**src/rtl/spi_reg_pkg.sv**
```systemverilog
// Shared definitions for the SPI register command sequencer.
// FSM state encoding, command-byte field positions and byte/address widths.
package spi_reg_pkg;

    localparam int CMD_RW_BIT = 7;
    localparam int SPI_ADDR_W = 7;
    localparam int SPI_BYTE_W = 8;

    typedef enum logic [2:0] {
        IDLE  = 3'd0,
        CMD   = 3'd1,
        WDATA = 3'd2,
        RREQ  = 3'd3,
        RCAP  = 3'd4,
        RLOAD = 3'd5,
        RWAIT = 3'd6
    } state_e;

endpackage

```
**src/rtl/spi_sync_edge.sv**
```systemverilog
// Two-flop synchroniser followed by a one-cycle rise/fall pulse generator.
// RST_VAL sets the idle level of the input so reset never produces an edge.
module spi_sync_edge #(
    parameter logic RST_VAL = 1'b0
) (
    input  logic clk_i,
    input  logic rst_n_i,
    input  logic async_i,
    output logic sync_o,
    output logic rise_o,
    output logic fall_o
);

    logic meta_q;
    logic sync_q;
    logic prev_q;

    // Synchroniser chain plus one delayed copy for edge detection.
    always_ff @(posedge clk_i or negedge rst_n_i) begin
        if (!rst_n_i) begin
            meta_q <= RST_VAL;
            sync_q <= RST_VAL;
            prev_q <= RST_VAL;
        end else begin
            meta_q <= async_i;
            sync_q <= meta_q;
            prev_q <= sync_q;
        end
    end

    assign sync_o = sync_q;
    assign rise_o = sync_q & ~prev_q;
    assign fall_o = ~sync_q & prev_q;

endmodule

```
**src/rtl/spi_reg_ctrl.sv**
```systemverilog
// SPI frame to register-bank sequencer.
// First byte of a frame is command/address (bit7=1 read), following bytes are
// write data or read slots. Optional macro SPI_REG_CTRL_AUTOINC_EN makes the
// address step after every data byte; without it bursts hit one address.
module spi_reg_ctrl
    import spi_reg_pkg::*;
#(
    parameter int ADDR_W = SPI_ADDR_W,
    parameter int DATA_W = SPI_BYTE_W
) (
    input  logic              i_sys_clk,
    input  logic              i_sys_rst_n,
    input  logic              i_ssn,
    input  logic              i_rx_ready,
    input  logic              i_tx_ready,
    input  logic [DATA_W-1:0] i_rx_data,
    output logic              o_csn,
    output logic              o_wr,
    output logic              o_rd,
    output logic [DATA_W-1:0] o_tx_data,
    output logic [ADDR_W-1:0] o_reg_addr,
    output logic [DATA_W-1:0] o_reg_wdata,
    output logic              o_reg_we,
    output logic              o_reg_re,
    input  logic [DATA_W-1:0] i_reg_rdata,
    output logic              o_busy,
    output logic              o_abort,
    output logic              o_ovr_err
);

    function automatic logic [ADDR_W-1:0] addr_next(input logic [ADDR_W-1:0] a);
`ifdef SPI_REG_CTRL_AUTOINC_EN
        return a + {{(ADDR_W-1){1'b0}}, 1'b1};
`else
        return a;
`endif
    endfunction

    logic ssn_s, ssn_rise_s, ssn_fall_s;
    logic rx_sync_s, rx_rise_s, rx_fall_s;
    logic rx_ev_s;
    logic rd_busy_s;
    logic unused_s;

    spi_sync_edge #(.RST_VAL(1'b1)) u_ssn_sync (
        .clk_i   (i_sys_clk),
        .rst_n_i (i_sys_rst_n),
        .async_i (i_ssn),
        .sync_o  (ssn_s),
        .rise_o  (ssn_rise_s),
        .fall_o  (ssn_fall_s)
    );

    spi_sync_edge #(.RST_VAL(1'b0)) u_rx_sync (
        .clk_i   (i_sys_clk),
        .rst_n_i (i_sys_rst_n),
        .async_i (i_rx_ready),
        .sync_o  (rx_sync_s),
        .rise_o  (rx_rise_s),
        .fall_o  (rx_fall_s)
    );

    assign unused_s = rx_sync_s ^ rx_fall_s;

    // A byte counts if ssn was still low when it landed; this lets a byte that
    // coincides with the ssn rising edge be processed before the frame closes.
    assign rx_ev_s   = rx_rise_s & (~ssn_s | ssn_rise_s);
    assign rd_busy_s = 1'b0;

    state_e              state_q, state_d;
    logic [ADDR_W-1:0]   addr_q, addr_d;
    logic                csn_q, csn_d;
    logic                wr_q, wr_d;
    logic                rd_q, rd_d;
    logic [DATA_W-1:0]   tx_q, tx_d;
    logic [ADDR_W-1:0]   reg_addr_q, reg_addr_d;
    logic [DATA_W-1:0]   wdata_q, wdata_d;
    logic                we_q, we_d;
    logic                re_q, re_d;
    logic                busy_q, busy_d;
    logic                abort_q, abort_d;
    logic                ovr_q, ovr_d;

    // Next-state and registered-output decode for the frame sequencer.
    always_comb begin
        state_d    = state_q;
        addr_d     = addr_q;
        csn_d      = csn_q;
        wr_d       = 1'b0;
        rd_d       = 1'b0;
        tx_d       = tx_q;
        reg_addr_d = reg_addr_q;
        wdata_d    = wdata_q;
        we_d       = 1'b0;
        re_d       = 1'b0;
        busy_d     = busy_q;
        abort_d    = 1'b0;
        ovr_d      = ovr_q;

        case (state_q)
            IDLE: begin
                csn_d  = 1'b1;
                busy_d = 1'b0;
                if (ssn_fall_s) begin
                    csn_d   = 1'b0;
                    busy_d  = 1'b1;
                    ovr_d   = 1'b0;
                    state_d = CMD;
                end else begin
                    state_d = IDLE;
                end
            end
            CMD: begin
                if (rx_ev_s) begin
                    rd_d   = 1'b1;
                    addr_d = i_rx_data[ADDR_W-1:0];
                    if (i_rx_data[CMD_RW_BIT]) begin
                        // Read request is issued on entry so rdata lands in RCAP.
                        re_d       = 1'b1;
                        reg_addr_d = i_rx_data[ADDR_W-1:0];
                        state_d    = RREQ;
                    end else begin
                        state_d = WDATA;
                    end
                end else begin
                    state_d = CMD;
                end
            end
            WDATA: begin
                if (rx_ev_s) begin
                    rd_d       = 1'b1;
                    we_d       = 1'b1;
                    wdata_d    = i_rx_data;
                    reg_addr_d = addr_q;
                    addr_d     = addr_next(addr_q);
                end else begin
                    state_d = WDATA;
                end
            end
            RREQ: begin
                if (rx_ev_s) begin
                    ovr_d = 1'b1;
                end else begin
                    ovr_d = ovr_q;
                end
                state_d = RCAP;
            end
            RCAP: begin
                tx_d = i_reg_rdata;
                if (rx_ev_s) begin
                    ovr_d = 1'b1;
                end else begin
                    ovr_d = ovr_q;
                end
                state_d = RLOAD;
            end
            RLOAD: begin
                if (rx_ev_s) begin
                    ovr_d = 1'b1;
                end else begin
                    ovr_d = ovr_q;
                end
                if (i_tx_ready) begin
                    wr_d    = 1'b1;
                    addr_d  = addr_next(addr_q);
                    state_d = RWAIT;
                end else begin
                    state_d = RLOAD;
                end
            end
            RWAIT: begin
                if (rx_ev_s) begin
                    rd_d       = 1'b1;
                    re_d       = 1'b1;
                    reg_addr_d = addr_q;
                    state_d    = RREQ;
                end else begin
                    state_d = RWAIT;
                end
            end
            default: begin
                state_d = IDLE;
                csn_d   = 1'b1;
                busy_d  = 1'b0;
            end
        endcase

        // Frame end overrides the state decode unless a byte is being taken now.
        if ((state_q != IDLE) && ssn_s && !rx_ev_s) begin
            state_d = IDLE;
            csn_d   = 1'b1;
            busy_d  = 1'b0;
            wr_d    = 1'b0;
            re_d    = 1'b0;
            abort_d = (state_q == RREQ) || (state_q == RCAP) || (state_q == RLOAD)
                      || rd_busy_s;
        end else begin
            abort_d = 1'b0;
        end
    end

    // State and output registers; async reset returns every output to idle.
    always_ff @(posedge i_sys_clk or negedge i_sys_rst_n) begin
        if (!i_sys_rst_n) begin
            state_q    <= IDLE;
            addr_q     <= {ADDR_W{1'b0}};
            csn_q      <= 1'b1;
            wr_q       <= 1'b0;
            rd_q       <= 1'b0;
            tx_q       <= {DATA_W{1'b0}};
            reg_addr_q <= {ADDR_W{1'b0}};
            wdata_q    <= {DATA_W{1'b0}};
            we_q       <= 1'b0;
            re_q       <= 1'b0;
            busy_q     <= 1'b0;
            abort_q    <= 1'b0;
            ovr_q      <= 1'b0;
        end else begin
            state_q    <= state_d;
            addr_q     <= addr_d;
            csn_q      <= csn_d;
            wr_q       <= wr_d;
            rd_q       <= rd_d;
            tx_q       <= tx_d;
            reg_addr_q <= reg_addr_d;
            wdata_q    <= wdata_d;
            we_q       <= we_d;
            re_q       <= re_d;
            busy_q     <= busy_d;
            abort_q    <= abort_d;
            ovr_q      <= ovr_d;
        end
    end

    assign o_csn       = csn_q;
    assign o_wr        = wr_q;
    assign o_rd        = rd_q;
    assign o_tx_data   = tx_q;
    assign o_reg_addr  = reg_addr_q;
    assign o_reg_wdata = wdata_q;
    assign o_reg_we    = we_q;
    assign o_reg_re    = re_q;
    assign o_busy      = busy_q;
    assign o_abort     = abort_q;
    assign o_ovr_err   = ovr_q;

endmodule

```
**config.mk**
```make
export PLATFORM = sky130hd
export DESIGN_NAME = spi_reg_ctrl
export DESIGN_NICKNAME = d
export VERILOG_FILES = /design/src/rtl/spi_reg_pkg.sv /design/src/rtl/spi_sync_edge.sv /design/src/rtl/spi_reg_ctrl.sv
export SDC_FILE = /design/constraint.sdc
export NUM_CORES = 1
export LEC_CHECK = 0
export BUFFER_PORTS_ARGS = -buffer_cell sky130_fd_sc_hd__buf_2
export CAP_MARGIN = 40
export CORE_ASPECT_RATIO = 1.25
export CORE_UTILIZATION = 25
export DETAILED_ROUTE_END_ITERATION = 10
export GPL_TIMING_DRIVEN = 0
export HOLD_SLACK_MARGIN = 0.15
export SETUP_SLACK_MARGIN = 0.3
export SYNTH_ARGS = -nofsm -noshare
export SYNTH_HDL_FRONTEND = slang
export SYNTH_SLANG_ARGS = --single-unit
export TNS_END_PERCENT = 5
```
**constraint.sdc**
```tcl
create_clock -name i_sys_clk -period 1.4 [get_ports i_sys_clk]
set_input_delay 0.07 -clock i_sys_clk [delete_from_list [all_inputs] [get_ports i_sys_clk]]
set_output_delay 0.07 -clock i_sys_clk [all_outputs]
set_load 0.03 [all_outputs]
```
Word level (Yosys, flattened, before mapping):

Index checks and enable logic that the tools add are counted.

* register bits: 47
* output and inout port bits: 31
* word-level logic and storage cells: 89

* bitwise operators: 8
* reductions and logical operators: 17
* mux-type cells: 32
* equal/unequal tests: 13

Operators with widths (number)
* $mux W7: 3
* $pmux W3 S7: 1
* $mux W1: 18
* $pmux W7 S2: 1
* $mux W3: 4
* $eq A3 B3 Y1 const B: 3
* $pmux W1 S2: 4
* $eq A3 B2 Y1 const B: 2
* $ne A2 B1 Y1 const B: 3
* $ne A2 B2 Y1 const B: 3
* $reduce_or A3 Y1: 2
* $reduce_or A6 Y1: 1
* $and A1 B1 Y1: 4
* $reduce_and A2 Y1: 2
* $reduce_and A4 Y1: 1
* $reduce_bool A2 Y1: 2
* $eq A3 B1 Y1 const B: 1
* $logic_not A3 Y1: 1
* $ne A3 B3 Y1 const B: 1
* $not A1 Y1: 3
* $reduce_and A3 Y1: 1
* $reduce_bool A3 Y1: 1
* $logic_and A1 B1 Y1: 2
* $logic_or A1 B1 Y1: 2
* 4 further kinds: 4

Depth between registers and ports, before layout:

Gate-level depths: netlist (run 1).

* depth after elaboration: 7
* gate-level depth with buffers: 7
* gate-level depth less buffers: 4

Cells and area by module:

Synthesis (run 1) repeated with hierarchy kept, for this count alone.

* cell total of the unflattened synthesis: 146
* area total of the unflattened synthesis: 1984.4 sq um

Modules (own cells, without submodules)
* spi_reg_ctrl: cells an instance 136, area an instance 1800.5 sq um, times used 1, sequential area each 1027.2 sq um
* spi_sync_edge at u_ssn_sync: cells an instance 5, area an instance 93.8 sq um, times used 1, sequential area each 78.8 sq um
* spi_sync_edge at u_rx_sync: cells an instance 5, area an instance 90.1 sq um, times used 1, sequential area each 75.1 sq um

Least setup slack after synthesis (run 1):

OpenSTA, ideal clock, no wires.

* path type: register to register
* from: reg u_ssn_sync.sync_q (netlist: u_ssn_sync.sync_o)
* to: reg addr_q[0]
* data required time: 1.275 ns
* slack: -0.079 ns
* arrival: 1.354 ns
* period minus slack after synthesis: 1.479 ns
* path buffers: 0
* cell stages (with the launch flop): 5
* library setup time: 0.125 ns
* path through: dfstp_2 -> nand2_2 -> and3_2 -> nand3_2 -> mux2_2

* longest elaborated chain between the ends: 4

RTL lines
* from (decl): RTL line spi_sync_edge.sv:15 `logic sync_q;`
* from (signal assigned): RTL line spi_sync_edge.sv:26 `sync_q <= meta_q;`
* $and A1 B1 Y1 or $not A1 Y1 (tied branches): RTL line spi_sync_edge.sv:32, spi_reg_ctrl.sv:67
* $or A1 B1 Y1 (*): RTL line spi_reg_ctrl.sv:67 `assign rx_ev_s = rx_rise_s & (~ssn_s | ssn_rise_s);`
* $and A1 B1 Y1 (*): RTL line spi_reg_ctrl.sv:67
* $reduce_and A2 Y1 (no line) (*)
* to (signal assigned): RTL line spi_reg_ctrl.sv:206 `addr_q <= {ADDR_W{1'b0}};`
* to (signal assigned): RTL line spi_reg_ctrl.sv:220 `addr_q <= addr_d;`
* to (decl): RTL line spi_reg_ctrl.sv:71 `logic [ADDR_W-1:0] addr_q, addr_d;`

Mark *: on every way between the ends. The rest lies on a longest branch, timed or not.
A chain may end at the register's enable or synchronous reset.

Worst setup path in the final report (run 1):

* from: reg state_q[1]
* to: reg reg_addr_q[2] (netlist: o_reg_addr[2])

* longest elaborated chain between the ends: 4

RTL lines
* from (decl): RTL line spi_reg_ctrl.sv:70 `state_e state_q, state_d;`
* from (signal assigned): RTL line spi_reg_ctrl.sv:219 `state_q <= state_d;`
* $eq A3 B3 Y1 or $eq A3 B2 Y1 (tied branches): RTL line spi_reg_ctrl.sv:100 `case (state_q)`
* $reduce_or A2 Y1 (no line)
* $ne A2 B1 Y1 (no line) or $reduce_bool A2 Y1 (tied branches)
* $reduce_and A4 Y1 (no line)
* to (signal assigned): RTL line spi_reg_ctrl.sv:211 `reg_addr_q <= {ADDR_W{1'b0}};`
* to (signal assigned): RTL line spi_reg_ctrl.sv:225 `reg_addr_q <= reg_addr_d;`
* to (decl): RTL line spi_reg_ctrl.sv:76 `logic [ADDR_W-1:0] reg_addr_q, reg_addr_d;`

Several ways; a longest one is shown, not always the timed one.

==> qor.txt, run 1 <==
Ant diodes: 0
H-Tree Depth: 2
Final period util: 103.6%
Fin area: 3032 µm²
Clk buf depth: 2
R2R Setup Slk: -0.05 ns
Flops & latches, synth: 47
Post-synth top area share: 55.09%
# fillers: 725
Endpoint, Worst Hold: state_q[0]
Maximum VDD drop: 0.6333 mV
EDFF count, synth: 0
Max stage delay on crit path: 0.39 ns
Failing checks: negative setup slack
Final Hold Vio Count: 0
Final setup vio count: 29
Post-synthesis xor/xnor area fraction: 0%
Final Wtd Congestion: 0.8178
Placed insts: 292
Gate power share: 45.7%
Outcome: finished with violations
Initial Util: 26.08%
Max Cap Violations: 0
Worst r2r src: state_q[1]
CP max FO: 7
Simple logic cell fraction of the synthesized area: 11.08%
Total track usage: 11.93%
Post-synth cell types: 36
Final Skew: 0.006429 ns
Share of layout cells above drive strength 1: 57.66%
Syn_nets: 169
DP Area: 2351 µm²
Root Buffer: clkbuf_8
Number of global-route vias before repair: 1564
Die Ht: 100.8 µm
Placed wire-length estimate: 2760 µm
Post-synth ARST share: 100.0%
Slew of the pin with the lowest slew margin: 0.4119 ns
Site row count: 35
Syn Inst Count: 148
Compound-Gate Fraction of Synth Area: 8.136%
Die Area: 8172 µm²
IO Count: 52
Synth Cell Area: 1953 µm²
DRC Markers: 0
WHS Path Cells: 3
RSZ-0062 raised after global routing: yes
Max-slew violations: 0
Final setup margin: -0.05056 ns
Hold path start: i_rx_data[7]
Adder-Cell Fraction of Synth Area: 0%
Worst-path clk slew: 0.09 ns
Initial antenna violation count: 0
Global-route wire length before repair: 7383 µm
Input/output buffers: 51
CTS buffer count: 5
Sw Ratio: 38.26%
Max-slew headroom: 72.54%
Largest family of logic cells by synthesized area: multiplexers
Largest area contributor in the netlist: dfrtp_1
TritonCTS clock tree: yes
Syn_area_per_cell: 13.20 µm²
Average wire per cell in the routed design: 13.03 µm
Worst Path Arrival: 1.63 ns
Warnings, synthesis: 0
HP Class: in -> reg
Worst endpoint required time: 1.58 ns
Ys flop type: dfrtp_1
CORE AREA: 7488 µm²
Pleak: 1.407 nW
Crit end category: flop
Cell Pwr Density: 1817 nW/µm²
Starting DRT DRC Count: 63
Clk_lat worst skew: 0.30 ns
# nets final: 268
Cell breakdown of the critical path: buf_8 -> and4bb_2 -> o2111ai_4 -> buf_6 -> nand2_2 -> o21ai_1
Total wire length: 4430 µm
Reg-to-Reg End: o_reg_addr[2]
ANT nets after route: 0
Layout overhead on the synthesized area: 55.22%
Max stage delay cell, worst path: dfrtp_1
Die W: 81.06 µm
Multiplexer share of the synthesized area: 17.36%
Synth top area cells: dfrtp_1 55%, mux2_2 13%, dfstp_2 5.4%, mux2i_1 4.1%, o21ai_0 2.8%
First-pass detailed-route iteration total: 4
CP Launch Type: flop
Switching power: 2.108 mW
CP Class: reg -> reg
Min cycle time layout: 1.451 ns
Worst R2R Path Depth: 6
Total negative slack: -0.9370 ns
Post-synthesis sequential area ratio: 60.47%
Largest net degree at the start of global routing: 31
Overflow after GRT: 0
Vias: 1484
Sequential power share: 37.9%
Max Freq: 689.4 MHz
Finished Layout Cells: 340
Clock power share: 16.4%
CTS sink cnt: 47
DR vias/cell: 4.365
Pint: 3.402 mW
[synthesized netlist by cell type, types with 2 or more instances]
| master | number |
|---|---|
| mux2i_1 | 8 |
| a21oi_1 | 3 |
| nand2_1 | 14 |
| dfstp_2 | 4 |
| inv_1 | 4 |
| a221oi_1 | 2 |
| o21ai_0 | 11 |
| or2_2 | 2 |
| nor2_1 | 5 |
| nand3_1 | 3 |
| clkbuf_2 | 2 |
| mux2_2 | 23 |
| dfrtp_1 | 43 |
| buf_2 | 2 |
[layout make-up]
type	count	area, µm²	share of cell area [%]
timing repair buffer	92	679.4	22.41
clock buffer	8	100.1	3.302
sequential	47	1184	39.04
multi-input combinational	90	855.8	28.23
inverter	4	17.52	0.5778
tap	92	115.1	3.797
buffer	7	80.08	2.641
[per-stage QoR]
stage	setup slack [ns]	total power [mW]	utilization, %	hold slack [ns]
2_1_floorplan	-0.05702	3.507	-	-0.2256
3_3_place_gp	-0.2907	4.039	31.13	0.1763
3_5_place_dp	-0.3080	4.093	31.40	0.03121
4_1_cts	-0.08538	5.337	38.80	0.1648
5_1_grt	-0.1059	5.841	40.48	0.2223
6_report	-0.05056	5.510	40.48	0.1866
[critical path, delay by kind of cell, from the launching register on]
family	cells	cell delay (ns)
buf+inv	2	0.33
flops	1	0.39
simple gates	2	0.39
compound gates	2	0.23
[how the worst max path moves through the flow]
stage | depth (start not counted) | end | slack (ns) | startpoint
5_1_grt | 6 | o_reg_addr[1] | -0.11 | state_q[1]
4_1_cts | 7 | o_reg_wdata[3] | -0.09 | state_q[0]
3_5_place_dp | 4 | o_reg_wdata[7] | -0.31 | u_rx_sync.prev_q
2_1_floorplan | 4 | addr_q[0] | -0.06 | u_ssn_sync.sync_o
3_3_place_gp | 5 | o_reg_wdata[6] | -0.29 | state_q[0]
6_report | 6 | o_reg_addr[2] | -0.05 | state_q[1]
[cells in the final DEF, fill, tap and decap left out, types with 2 or more instances in the layout]
cell type      netlist  layout
dfrtp_2              0       2
dfrtp_1             43      41
nand2_2              1       7
o21ai_2              0       3
mux2i_1              8       8
buf_8                0       3
mux2_2              23      12
buf_4                1      14
clkbuf_8             0       7
mux2_4               0      11
a21oi_1              3       3
nand2_4              0       2
o21ai_0             11       3
nand3_1              3       2
o21ai_1              0       5
nor2_1               5       4
nand2_1             14       6
nor3b_4              0       2
buf_6                1       7
dfstp_2              4       4
dlygate4sd3_1        0      20
a221oi_1             2       2
nand3_4              1       2
buf_2                2      51
buf_12               0       2
inv_1                4       2
[metal layers]
layer	part of all wire, %	global-route usage (%)
met1	43	14.46
met2	52	20.23
met3	3.5	2.805
met4	1.6	4.533
met5	0	0
[state kept, by name, summed over array words and instances (netlist names)]
name,cells
addr_q,7
o_abort,1
o_busy,1
o_csn,1
o_ovr_err,1
o_rd,1
o_reg_addr,7
o_reg_re,1
o_reg_wdata,8
o_reg_we,1
o_tx_data,8
o_wr,1
state_q,3
u_rx_sync.meta_q,1
u_rx_sync.prev_q,1
u_rx_sync.sync_o,1
u_ssn_sync.meta_q,1
u_ssn_sync.prev_q,1
u_ssn_sync.sync_o,1
[repair_timing]
item | 4_1_cts | 5_1_grt
endpoints found under the hold margin | 77 | 0
pin swaps | 14 | 13
setup endpoints to repair | 42 | 41
hold buffers | 20 | 0
buffers inserted | 11 | 7
cloned | 2 | 0
resized for setup | 45 | 22
[power by group through the flow]
stage	logic [mW]	registers, mW	clock network, mW
finish	2.52	2.09	0.901
global route	2.70	2.16	0.985
CTS	2.34	2.07	0.932
detailed placement	2.01	2.08	0
global placement	1.98	2.06	0
floorplan	0.786	2.72	0
[kinds of logic (layout without fill, tap and decap cells)]
| kind of cell | count (synthesis) | in the layout |
|---|---|---|
| DFF | 47 | 47 |
| and+or+nand+nor | 36 | 36 |
| AOI/OAI and AO/OA | 23 | 23 |
| muxes | 31 | 31 |
| buffers and inverters | 11 | 111 |
Power figures use the tool's default switching activity.
==> run 2, diff against run 1 <==
--- a/config.mk
+++ b/config.mk
@@ -5,13 +5,15 @@
 export SDC_FILE = /design/constraint.sdc
 export NUM_CORES = 1
 export LEC_CHECK = 0
+export ABC_CLOCK_PERIOD_IN_PS = 1400
 export BUFFER_PORTS_ARGS = -buffer_cell sky130_fd_sc_hd__buf_2
 export CAP_MARGIN = 40
 export CORE_ASPECT_RATIO = 1.25
-export CORE_UTILIZATION = 25
+export CORE_UTILIZATION = 45
 export DETAILED_ROUTE_END_ITERATION = 10
 export GPL_TIMING_DRIVEN = 0
 export HOLD_SLACK_MARGIN = 0.15
+export PLACE_DENSITY = 0.73
 export SETUP_SLACK_MARGIN = 0.3
 export SYNTH_ARGS = -nofsm -noshare
 export SYNTH_HDL_FRONTEND = slang
==> run 2 against run 1 <==
Effect of this change:
- the flow still finishes with violations (negative setup slack)
- maximum frequency fell by 1.7%
- total power fell by 1.7%
- die area fell by 44%
- global-route usage rose by 8.3 points
- count of clock-buffer cells in the layout fell by 1
- core utilization rose by 31 points
- critical endpoint is now o_reg_wdata[3]
- non-clock buffer count fell by 1
- largest power group unchanged
- final area fell by 2.7%
- first-iteration DRC count fell by 37%
==> qor.txt, run 2 (synthesis gave the netlist of run 1 again) <==
Max Freq: 677.7 MHz (-1.7%)
Crit path buffers/inverters: 3 (+1)
Met2 wire length: 2199 µm (-4.9%)
Die W: 60.93 µm (-25%)
Most frequent cells in the layout: 51 x buf_2, 41 x dfrtp_1, 20 x dlygate4sd3_1
CORE AREA: 4131 µm² (-45%)
Max Cap Violations: 0 (unchanged)
CP Launch Type: flop
Hold path start: i_rx_data[7]
R2R Setup Slk: -0.08 ns (-0.02 ns)
Clk buf depth: 2 (unchanged)
Min cycle time layout: 1.476 ns (+0.02494 ns)
Site row count: 26 (-26%)
Gate power share: 44.0% (-1.7 points)
Pre-CTS setup slack: -0.3086 ns (-0.0006690 ns)
Final Skew: 0.009834 ns (+0.003406 ns)
Max stage delay on crit path: 0.39 ns (about the same)
Worst endpoint required time: 1.59 ns (about the same)
DR vias/cell: 5.010 (+15%)
Starting DRT DRC Count: 40 (-37%)
Outcome: finished with violations
HP Class: in -> reg
Final Wtd Congestion: 0.7963 (-2.6%)
Total negative slack: -1.642 ns (-0.7053 ns)
Crit path max-delay family: flip-flops
First-pass detailed-route iteration total: 4 (unchanged)
Die Area: 4609 µm² (-44%)
Largest net degree at the start of global routing: 28 (-9.7%)
Cell Pwr Density: 1837 nW/µm² (+1.1%)
Initial Util: 47.27% (+21 points)
CTS buffer count: 5 (unchanged)
Max-slew headroom: 67.57% (-5.0 points)
Worst r2r src: u_rx_sync.prev_q
TritonCTS clock tree: yes
IO Count: 52 (unchanged)
Sequential power share: 38.2% (+0.3 points)
ANT nets after route: 0 (unchanged)
Vias: 1518 (+2.3%)
Final Hold Vio Count: 0 (unchanged)
Final setup vio count: 29 (unchanged)
Final setup margin: -0.07550 ns (-0.02494 ns)
Final period util: 105.4% (+1.8 points)
Pint: 3.362 mW (-1.2%)
Average wire per cell in the routed design: 14.13 µm (+8.5%)
Max-slew violations: 0 (unchanged)
CP Class: reg -> reg
Clock power share: 17.9% (+1.5 points)
Maximum VDD drop: 1.064 mV (+68%)
Failing checks: negative setup slack
Ant diodes: 0 (unchanged)
Slew of the pin with the lowest slew margin: 0.4864 ns (+0.07450 ns)
Commonest non-fill, non-tap cell in the layout: buf_2
Reg-to-Reg End: o_reg_wdata[3]
DRC Markers: 0 (unchanged)
Worst Path Arrival: 1.66 ns (+0.03 ns)
Worst R2R Path Depth: 6 (unchanged)
Share of layout cells above drive strength 1: 55.06% (-2.6 points)
Total wire length: 4282 µm (-3.3%)
Total track usage: 20.26% (+8.3 points)
Input/output buffers: 51 (unchanged)
Placed wire-length estimate: 2421 µm (-12%)
Crit end category: flop
Final Total Pwr: 5.419 mW (-1.7%)
H-Tree Depth: 2 (unchanged)
Pleak: 1.386 nW (-1.5%)
DR WL met3: 187 µm (+21%)
CP max FO: 5 (-2)
Layout overhead on the synthesized area: 51.06%
Sw Ratio: 37.95% (-0.31 points)
Cell breakdown of the critical path: inv_2 -> nand3_4 -> nor3_4 -> buf_6 -> buf_12 -> mux2_4
# nets final: 267 (-0.37%)
Root Buffer: clkbuf_8
WHS Path Cells: 3 (unchanged)
Max stage delay cell, worst path: dfrtp_1
Number of global-route vias before repair: 1427 (-8.8%)
Initial antenna violation count: 0 (unchanged)
CTS sink cnt: 47 (unchanged)
Clk_lat worst skew: 0.30 ns (about the same)
Global-route wire length before repair: 6630 µm (-10%)
Die Ht: 75.66 µm (-25%)
Endpoint, Worst Hold: state_q[0]
Uppermost routed layer: met4
Switching power: 2.057 mW (-2.4%)
Overflow after GRT: 0 (unchanged)
RSZ-0062 raised after global routing: yes
Worst-path clk slew: 0.09 ns (about the same)
Met1 Wirelength: 1785 µm (-5.5%)
[run 2: changes by cell type in the layout (fill, tap and decap cells not counted), sizes merged]
cell and change:
buf -3, bufinv +1, clkbuf +1
[run 2: worst max path at each step]
stage	start	to	slack (ns)	depth (start not counted)
after floorplan	u_ssn_sync.sync_o	addr_q[0]	-0.06	4
after global placement	u_rx_sync.prev_q	o_reg_wdata[3]	-0.27	4
after detailed placement	u_rx_sync.prev_q	o_reg_wdata[3]	-0.31	4
after CTS	state_q[0]	o_reg_wdata[3]	-0.08	7
after global routing	u_rx_sync.prev_q	o_reg_wdata[6]	-0.12	6
final	u_rx_sync.prev_q	o_reg_wdata[3]	-0.08	6
[run 2: routing by layer]
metal,up-vias,GRT usage [%]
met3,8,5.093
met2,40,31.01
met5,-,0
met1,751,26.64
met4,0,10.35
li1,719,-
[run 2: worst min-delay path: stages]
cell and delay (ns):
buf_2 0.11, o211ai_1 0.17, a32oi_1 0.10
[run 2: timing repair]
| item | 4_1_cts | 5_1_grt |
|---|---|---|
| pin swaps | 15 | 6 |
| hold buffers | 20 | 0 |
| endpoints found under the setup margin | 41 | 42 |
| setup buffers | 8 | 9 |
| gates resized for setup | 42 | 13 |
| gates cloned | 2 | 0 |
| hold endpoints to repair | 77 | 0 |
[run 2: power groups by stage]
stage / Combinational [mW] / Clock, mW / Sequential (mW)
after floorplan: 0.786 / 0 / 2.72
after global placement: 1.96 / 0 / 2.05
after CTS: 2.28 / 0.978 / 2.06
after detailed placement: 1.99 / 0 / 2.07
after global routing: 2.55 / 1.02 / 2.13
final: 2.38 / 0.969 / 2.07
[run 2: area by class of cell]
type                    instances  area [µm²]
plain buffers                   7       68.82
clock buffers                   7       76.32
clock inverters                 1       30.03
fillers                       277        1181
inverters                       4       17.52
multi-input cells              90       823.3
flip-flops and latches         47        1184
well taps                      56       70.07
repair buffers                 91       680.7
[run 2: through the flow]
stage / hold slack, ns / instance area, µm² / std cells / util, %
after floorplan: -0.2256 / 1961 / 148 / -
after global placement: 0.1754 / 2286 / 255 / 55.33
after detailed placement: 0.06266 / 2306 / 256 / 55.81
after CTS: 0.1920 / 2848 / 294 / 68.93
after global routing: 0.2117 / 2950 / 303 / 71.41
final: 0.1855 / 2950 / 303 / 71.41
